$ cat src/rtl/flash_pkg.sv
// Shared definitions for the SPI configuration-flash word reader.
package flash_pkg;

    typedef enum logic [3:0] {
        S_WAKE,
        S_WGAP,
        S_IDLE,
        S_CMD,
        S_ADDR,
        S_DUMMY,
        S_DATA,
        S_DONE,
        S_GAP
    } state_t;

    localparam logic [7:0] CMD_WAKE     = 8'hAB;
    localparam logic [7:0] CMD_READ     = 8'h03;
    localparam logic [7:0] CMD_FASTREAD = 8'h0B;
    localparam int         ADDR_BITS    = 24;
    localparam int         DATA_BITS    = 16;

endpackage

$ cat src/rtl/flash_spi_shift.sv
// Mode-0 SPI bit engine: two clk cycles per bit, sck low then high.
// MOSI is the MSB of the shift register; MISO enters at the LSB on the
// clk edge that ends the high phase. A load restarts the engine with a
// new word and bit count; it stops by itself when the count runs out.
module flash_spi_shift
    import flash_pkg::*;
#(
    parameter int W = ADDR_BITS
) (
    input  logic                 clk,
    input  logic                 resetn,
    input  logic                 load,
    input  logic [W-1:0]         load_data,
    input  logic [5:0]           load_bits,
    input  logic                 miso,
    output logic                 sck,
    output logic                 mosi,
    output logic                 last,
    output logic [DATA_BITS-1:0] rx_word
);

    logic         active;
    logic [5:0]   cnt;
    logic [W-1:0] sr;

    assign mosi    = sr[W-1];
    // High in the final cycle of the final bit; the caller may load here.
    assign last    = active & sck & (cnt == 6'd1);
    // Received word including the bit being sampled on this edge.
    assign rx_word = {sr[DATA_BITS-2:0], miso};

    // Phase toggle, sck generation and MSB-first shift/count.
    always_ff @(posedge clk or negedge resetn) begin
        if (!resetn) begin
            active <= 1'b0;
            sck    <= 1'b0;
            cnt    <= '0;
            sr     <= '0;
        end else if (load) begin
            active <= 1'b1;
            sck    <= 1'b0;
            cnt    <= load_bits;
            sr     <= load_data;
        end else if (active) begin
            if (sck) begin
                sck <= 1'b0;
                sr  <= {sr[W-2:0], miso};
                cnt <= cnt - 6'd1;
                if (cnt == 6'd1)
                    active <= 1'b0;
            end else begin
                sck <= 1'b1;
            end
        end
    end

endmodule

$ cat src/rtl/flash_reader.sv
// SPI-flash word reader: wakes the flash from deep power-down after reset,
// then serves 16-bit reads through a ready/rd/ack handshake.
module flash_reader
    import flash_pkg::*;
#(
    parameter logic [7:0] READ_CMD   = CMD_READ,
    parameter int         DUMMY_BITS = 0,
    parameter int         WAKE_WAIT  = 300
) (
    input  logic        clk,
    input  logic        resetn,
    output logic        ready,
    input  logic        rd,
    input  logic [21:0] addr,
    output logic [15:0] dout,
    output logic        ack,
    output logic        spi_cs_n,
    output logic        spi_sck,
    output logic        spi_mosi,
    input  logic        spi_miso
);

    state_t                 state;
    logic [15:0]            wcnt;
    logic [ADDR_BITS-1:0]   baddr;
    logic                   sh_load;
    logic [ADDR_BITS-1:0]   sh_data;
    logic [5:0]             sh_bits;
    logic                   sh_last;
    logic [DATA_BITS-1:0]   sh_rx;

    flash_spi_shift #(.W(ADDR_BITS)) u_shift (
        .clk       (clk),
        .resetn    (resetn),
        .load      (sh_load),
        .load_data (sh_data),
        .load_bits (sh_bits),
        .miso      (spi_miso),
        .sck       (spi_sck),
        .mosi      (spi_mosi),
        .last      (sh_last),
        .rx_word   (sh_rx)
    );

    // Shifter (re)load at the start of each serial segment.
    always_comb begin
        sh_load = 1'b0;
        sh_data = '0;
        sh_bits = '0;
        case (state)
            S_WAKE:  if (spi_cs_n) begin
                         sh_load = 1'b1;
                         sh_data = {CMD_WAKE, 16'h0};
                         sh_bits = 6'd8;
                     end
            S_IDLE:  if (rd) begin
                         sh_load = 1'b1;
                         sh_data = {READ_CMD, 16'h0};
                         sh_bits = 6'd8;
                     end
            S_CMD:   if (sh_last) begin
                         sh_load = 1'b1;
                         sh_data = baddr;
                         sh_bits = 6'(ADDR_BITS);
                     end
            // Data and dummy segments shift in from a zeroed register so
            // MOSI stays low while the flash talks.
            S_ADDR:  if (sh_last) begin
                         sh_load = 1'b1;
                         sh_bits = (DUMMY_BITS > 0) ? 6'(DUMMY_BITS) : 6'(DATA_BITS);
                     end
            S_DUMMY: if (sh_last) begin
                         sh_load = 1'b1;
                         sh_bits = 6'(DATA_BITS);
                     end
            default: ;
        endcase
    end

    // Control FSM with registered handshake and chip-select outputs.
    always_ff @(posedge clk or negedge resetn) begin
        if (!resetn) begin
            state    <= S_WAKE;
            ready    <= 1'b0;
            ack      <= 1'b0;
            dout     <= '0;
            spi_cs_n <= 1'b1;
            wcnt     <= '0;
            baddr    <= '0;
        end else begin
            ack <= 1'b0;
            case (state)
                S_WAKE: begin
                    if (spi_cs_n) begin
                        spi_cs_n <= 1'b0;
                    end else if (sh_last) begin
                        spi_cs_n <= 1'b1;
                        wcnt     <= 16'(WAKE_WAIT + 1);
                        state    <= S_WGAP;
                    end
                end
                S_WGAP, S_GAP: begin
                    if (wcnt == 16'd0) begin
                        ready <= 1'b1;
                        state <= S_IDLE;
                    end else begin
                        wcnt <= wcnt - 16'd1;
                    end
                end
                S_IDLE: begin
                    if (rd) begin
                        ready    <= 1'b0;
                        spi_cs_n <= 1'b0;
                        baddr    <= {1'b0, addr, 1'b0};
                        state    <= S_CMD;
                    end
                end
                S_CMD:   if (sh_last) state <= S_ADDR;
                S_ADDR:  if (sh_last) state <= (DUMMY_BITS > 0) ? S_DUMMY : S_DATA;
                S_DUMMY: if (sh_last) state <= S_DATA;
                S_DATA: begin
                    if (sh_last) begin
                        dout     <= sh_rx;
                        ack      <= 1'b1;
                        spi_cs_n <= 1'b1;
                        state    <= S_DONE;
                    end
                end
                S_DONE: begin
                    wcnt  <= 16'd1;
                    state <= S_GAP;
                end
                default: state <= S_WAKE;
            endcase
        end
    end

endmodule
$ cat config.mk
export PLATFORM = sky130hd
export DESIGN_NAME = flash_reader
export DESIGN_NICKNAME = d
export VERILOG_FILES = /design/src/rtl/flash_pkg.sv /design/src/rtl/flash_spi_shift.sv /design/src/rtl/flash_reader.sv
export SDC_FILE = /design/constraint.sdc
export NUM_CORES = 1
export LEC_CHECK = 0
export CAP_MARGIN = 40
export CORE_MARGIN = 2
export CORE_UTILIZATION = 45
export CTS_CLUSTER_DIAMETER = 80
export DETAILED_ROUTE_END_ITERATION = 10
export HOLD_SLACK_MARGIN = 0.02
export PLACE_DENSITY = 0.75
export SETUP_SLACK_MARGIN = 0.3
export SLEW_MARGIN = 20
export SYNTH_ARGS = -nofsm -noshare
export SYNTH_HDL_FRONTEND = slang
export SYNTH_SLANG_ARGS = --single-unit
$ cat constraint.sdc
create_clock -name clk -period 2.4 [get_ports clk]
set_input_delay 0.48 -clock clk [delete_from_list [all_inputs] [get_ports clk]]
set_output_delay 0.48 -clock clk [all_outputs]
set_load 0.05 [all_outputs]
==> metrics.txt, run 1 <==
commonest cells after routing, fill and taps aside=dfrtp_1 (87), nand2_1 (47), nor2_1 (43), clkdlybuf4s50_1 (43), o21ai_0 (40); Hold Path Cell Cnt=2; crit path cell chain=or4_4 -> or3_4 -> nor3_4 -> nor2_4 -> mux2_2; HPWL after DPL=roughly 6.3 mm; hold_ws=0.492 ns; DRT antenna net count=0; Post-layout nets=just over 500; Core Area=9330 um2; clock sink count=93; asr flop ratio synth=between 90% and 100%; Peak supply drop=0.272 mV; die height=approximately 100 um; Setup CP Type=reg2reg; Synth top area share=a little over half; die area=between 10000 and 15000 um2; slowest stage cell, crit path=or4_4; initial core utilization=46.7%; area delta synth->final=23.2%; Via density=5.44; Slew HR=55.3%; n_diodes=0; number of port buffers=46; routed wire length=9.27 mm; Pwr Density=528 nW/um2; Top FF cell, synth=dfrtp_1; total CTS buffers=9; critical path's top delay family=simple AND/OR/NAND/NOR gates; Mapped Area=4360 um2; Bufs on Longest Clock Path=2; status=finished clean; Post-synth EDFFs=0; Skew-Pair Late Insertion Delay=0.37 ns; post-synthesis cell count=424; Worst Path Arrival=around 2.4 ns; Reg clk slew, reported paths=0.10 ns; Total GRT Usage=18.5%; WP data required=between 2 and 3 ns; Syn Area/Cell=10.3 um2; net count after synthesis=453; commonest non-fill, non-tap cell in the layout=dfrtp_1; Netlist cell types=55; RSZ-0062 raised after global routing=true; first-pass GRT wire length=between 15 and 20 mm; Die W=102 um; wire length per cell=15.0 um; area leader, netlist=dfrtp_1; largest cells by area after synthesis=dfrtp_1 (53%), mux2_2 (10%), o21ai_0 (4.6%), nand2_1 (4.0%), nor2_1 (3.8%); Residual DRC=0; cell depth of the worst setup path=5; GRT overflow=0; post-place setup slack=0.137 ns; vias in the first global route=3166; Rows=35; CTS root buffer=clkbuf_8; Critical Path End Type=register; number of max-cap violations=0; Critical Path Start Type=register; fin worst setup slack=0.227 ns; Max FO, Critical Path=5; Synthesis Warnings=0; fmax=0.460 GHz; Seq/Total Area, Yosys=53.4%; max-slew violation count=0; DRT Pass-1 Iters=4; CP peak stage delay=0.57 ns; GP Congestion=just over 0.9; Starting DRT DRC Count=173; post-layout util=57.5%; buffer and inverter count on the worst path=0; initial antenna violation count=0; leak pwr=0.00246 uW; Fin. Hold Viols=0; Tightest Pin Transition=0.668 ns; Vias=3365; minimum clock period=2.17 ns; share of post-route cells with drive strength above 1=21.4%; Synth Register Bits=93; largest net degree at the start of global routing=51; Hold Crit Class=reg2reg; setup TNS=0 ns; total power=2830 uW; Final setup viols=0; Setup Skew=0.0133 ns; IO Pins=47; fin crit share=around nine tenths; CTS tree=yes; worst reg2reg path depth=5; H-tree levels=3
-- what timing repair did --
action	in CTS	in global routing
pin swaps	3	4
hold buffers	1	0
setup buffers	7	3
endpoints found under the setup margin	8	45
endpoints found under the hold margin	17	0
resized for setup	5	10
-- kinds of logic after synthesis --
logic type      count (synthesis)  share of synthesized area [%]
flops                          93                           53.4
xor+xnor                        7                           1.41
mux                            44                           11.2
simple gates                  147                           16.6
compound gates                101                           13.4
buf+inv                        29                           3.04
fa+ha+maj                       3                          0.862
-- Yosys cell counts, types with 3 or more instances --
| cell type | instances |
|---|---|
| a21oi_1 | 28 |
| xor2_1 | 3 |
| o21ai_0 | 40 |
| o22ai_1 | 3 |
| nand2_1 | 47 |
| mux2_2 | 39 |
| or3_1 | 5 |
| dfrtp_1 | 92 |
| buf_2 | 5 |
| nor4_1 | 4 |
| nor2_1 | 44 |
| or4_1 | 4 |
| nand4_1 | 4 |
| nor3_1 | 7 |
| ha_1 | 3 |
| xnor2_1 | 4 |
| inv_1 | 7 |
| nand3_1 | 7 |
| clkbuf_1 | 14 |
| a31oi_1 | 10 |
| nand2b_1 | 6 |
| mux2i_1 | 5 |
-- state kept, by name (all words and copies together), names as in the netlist --
signal / cells
u_shift.sck: 1
spi_cs_n: 1
state: 4
baddr: 22
dout: 16
wcnt: 16
u_shift.cnt: 6
ack: 1
u_shift.sr: 24
ready: 1
u_shift.active: 1
-- final timing paths --
path | startpoint | endpoint | slack [ns]
worst min-delay path | baddr[2] | u_shift.sr[2] | 0.49
worst max register to register | wcnt[7] | wcnt[0] | 0.23
worst max-delay path | wcnt[7] | wcnt[0] | 0.23
min in group asynchronous | resetn | u_shift.cnt[5] | 0.54
worst min register to register | baddr[2] | u_shift.sr[2] | 0.49
max in group asynchronous | resetn | wcnt[4] | 1.23
-- per-stage QoR --
stage                     area, um2  std cells
final                          5370        619
after global routing           5370        619
after CTS                      5320        616
after detailed placement       5020        592
after global placement         5020        592
after floorplan                4360        424
-- power breakdown --
group	leakage [uW]	total [uW]	internal [uW]	switching (uW)
Clock	0.000107	1170	596	569
Combinational	0.00111	89.2	46.1	43.1
Sequential	0.00124	1580	1570	6.44
-- worst reg2reg max path, cell delays in order (launching register included) --
cell and delay (ns):
dfrtp_1 0.43, or4_4 0.57, or3_4 0.40, nor3_4 0.31, nor2_4 0.08, mux2_2 0.28
-- layout make-up --
| class | instances | area [um2] |
|---|---|---|
| Tap cell | 129 | 161 |
| Timing Repair Buffer | 72 | 686 |
| Fill cell | 771 | 3960 |
| Clock buffer | 10 | 128 |
| Inverter | 7 | 26.3 |
| Clock inverter | 6 | 93.8 |
| Sequential cell | 93 | 2330 |
| Multi-Input combinational cell | 302 | 1940 |
-- per-layer routing --
layer | up-vias | GRT usage (%) | wire length, um
met2 | 60 | 30.7 | 4610
met4 | 0 | 6.36 | 116
li1 | 1624 | - | -
met1 | 1670 | 24.3 | 4240
met3 | 11 | 3.97 | 297
met5 | - | 0 | 0
Note: power is estimated with default switching activity, not from simulation.
==> run 2, diff against run 1 <==
--- a/config.mk
+++ b/config.mk
@@ -12,7 +12,6 @@
 export DETAILED_ROUTE_END_ITERATION = 10
 export HOLD_SLACK_MARGIN = 0.02
 export PLACE_DENSITY = 0.75
-export SETUP_SLACK_MARGIN = 0.3
 export SLEW_MARGIN = 20
 export SYNTH_ARGS = -nofsm -noshare
 export SYNTH_HDL_FRONTEND = slang
==> metrics.txt, run 2 (synthesis gave the netlist of run 1 again) <==
Via density=5.47 (+0.54%); number of max-cap violations=0 (unchanged); fmax=0.430 GHz (-6.5%); non-filler cells, final=610 (-1.5%); Critical Path End Type=register; Post-layout nets=505 (-1.8%); critical path's top delay family=simple AND/OR/NAND/NOR gates; Core Area=9330 um2 (unchanged); worst reg2reg path depth=7 (+2); Vias=3334 (-0.92%); Fill cells=792 (+2.7%); first-pass GRT wire length=16.2 mm (+7.4%); Most flops, register=u_shift.sr; Sw Share=25.0% (+3.2 points); leak pwr=0.00240 uW (-2.6%); routed wire length=9.33 mm (+0.65%); hold_ws=0.0823 ns (-0.410 ns); Fin. Hold Viols=0 (unchanged); status=finished clean; Reg clk slew, reported paths=0.10 ns (about the same); Largest register FFs=24 (unchanged); Starting DRT DRC Count=160 (-7.5%); Final setup viols=0 (unchanged); vias in the first global route=3414 (+7.8%); max-slew violation count=0 (unchanged); total CTS buffers=9 (unchanged); reg2reg start=wcnt[1]; share of post-route cells with drive strength above 1=18.5% (-2.9 points); WP data required=2.66 ns (about the same); minimum clock period=2.32 ns (+0.150 ns); Hold Crit Class=in2async; GP Congestion=0.855 (-6.3%); Rows=35 (unchanged); switching pwr=675 uW (+9.1%); n_diodes=0 (unchanged); Setup Skew=0.0151 ns (+0.00186 ns); GRT overflow=0 (unchanged); Critical Path Start Type=register; sequential standard cell area=2330 um2 (-0.27%); number of port buffers=46 (unchanged); crit path cell chain=inv_1 -> ha_2 -> or3b_4 -> or3_4 -> nor3_4 -> nor2_2 -> mux2_2; area delta synth->final=19.9%; initial antenna violation count=0 (unchanged); total power=2700 uW (-4.9%); DRT Pass-1 Iters=4 (unchanged); Slew HR=56.9% (+1.5 points); Skew-Pair Late Insertion Delay=0.38 ns (about the same); Peak supply drop=0.243 mV (-11%); Worst Path Arrival=2.59 ns (+0.16 ns); H-tree levels=3 (unchanged); wire length per cell=15.3 um (+2.1%); largest net degree at the start of global routing=41 (-20%); clock share of power=38.1% (-3.0 points); Residual DRC=0 (unchanged); cell depth of the worst setup path=7 (+2); commonest cells after routing, fill and taps aside=dfrtp_1 (92), nand2_1 (47), clkdlybuf4s50_1 (45); origin of the worst setup path=wcnt[1]; Post-CTS Hold Buffers=0 (-1); Max FO, Critical Path=6 (+1); Die W=102 um (unchanged); clock sink count=93 (unchanged); sequential power share=58.6% (+2.9 points); slowest stage cell, crit path=or3b_4; Int Power=2020 uW (-8.8%); Setup CP Type=reg2reg; Pwr Density=516 nW/um2 (-2.3%); placed cells=593 (+0.17%); IO Pins=47 (unchanged); DRT antenna net count=0 (unchanged); fin crit share=96.8% (+6.3 points); die area=10500 um2 (unchanged); buffer and inverter count on the worst path=1 (+1); Multi-input gate area=1910 um2 (-1.4%); commonest non-fill, non-tap cell in the layout=dfrtp_1; CTS tree=yes; die height=102 um (unchanged); post-layout util=56.0% (-1.5 points); CP peak stage delay=0.42 ns (-0.15 ns); HPWL after DPL=6.52 mm (+2.8%); CTS root buffer=clkbuf_8; initial core utilization=46.7% (unchanged); Largest regs=u_shift.sr: 24 flops, baddr: 22 flops; Comb power frac=3.3% (+0.2 points); Total GRT Usage=19.8% (+1.3 points); Bufs on Longest Clock Path=2 (unchanged); Tightest Pin Transition=0.645 ns (-0.0232 ns)
==> run 2: final cells by class <==
cell class                 count  area share (%)
tap                          129            3.09
inverter                       7           0.503
timing repair buffer          63            11.7
sequential                    93            44.6
clock inverter                 7            1.20
multi-input combinational    302            36.6
clock buffer                   9            2.37
==> run 2: final timing paths <==
kind / endpoint / slack (ns)
worst max-delay path: wcnt[0] / 0.08
worst min-delay path: dout[15] / 0.08
worst max register to register: wcnt[0] / 0.08
worst min register to register: dout[14] / 0.51
max in group asynchronous: u_shift.sr[8] / 1.68
min in group clk: dout[14] / 0.51
==> run 2: worst register-to-register path, delay by kind of cell (launching register included) <==
| family | cells | cell delay [ns] |
|---|---|---|
| fa+ha+maj | 1 | 0.21 |
| buf+inv | 1 | 0.10 |
| flops | 1 | 0.40 |
| mux | 1 | 0.28 |
| simple gates | 4 | 1.22 |
==> run 2: power by group through the flow <==
stage                     logic (uW)  clock network (uW)  registers, uW
after floorplan                 6.94                   0           1610
after global placement          88.6                   0           1610
after detailed placement        91.2                   0           1610
after CTS                       91.3                1050           1580
after global routing            98.9                1120           1580
final                           87.8                1030           1580
==> run 2: routing by layer <==
layer | share of wire (%) | routed length (um) | vias to the layer above | global-route usage (%)
li1 | - | - | 1606 | -
met1 | 44 | 4090 | 1625 | 25.4
met2 | 50 | 4630 | 86 | 33.1
met3 | 4.4 | 415 | 17 | 4.04
met4 | 2.1 | 195 | 0 | 7.69
met5 | 0 | 0 | - | 0
==> run 2: stage by stage <==
step,setup TNS (ns),cell area [um2],setup WS (ns)
after global placement,0,5030,0.160
after CTS,0,5210,0.0277
after global routing,-0.00704,5230,-0.00704
after floorplan,0,4360,0.251
after detailed placement,0,5030,0.0779
final,0,5230,0.0766
==> run 2: timing repair <==
action,4_1_cts,5_1_grt
gates resized for setup,0,2
setup endpoints to repair,0,9
buffers inserted,0,1
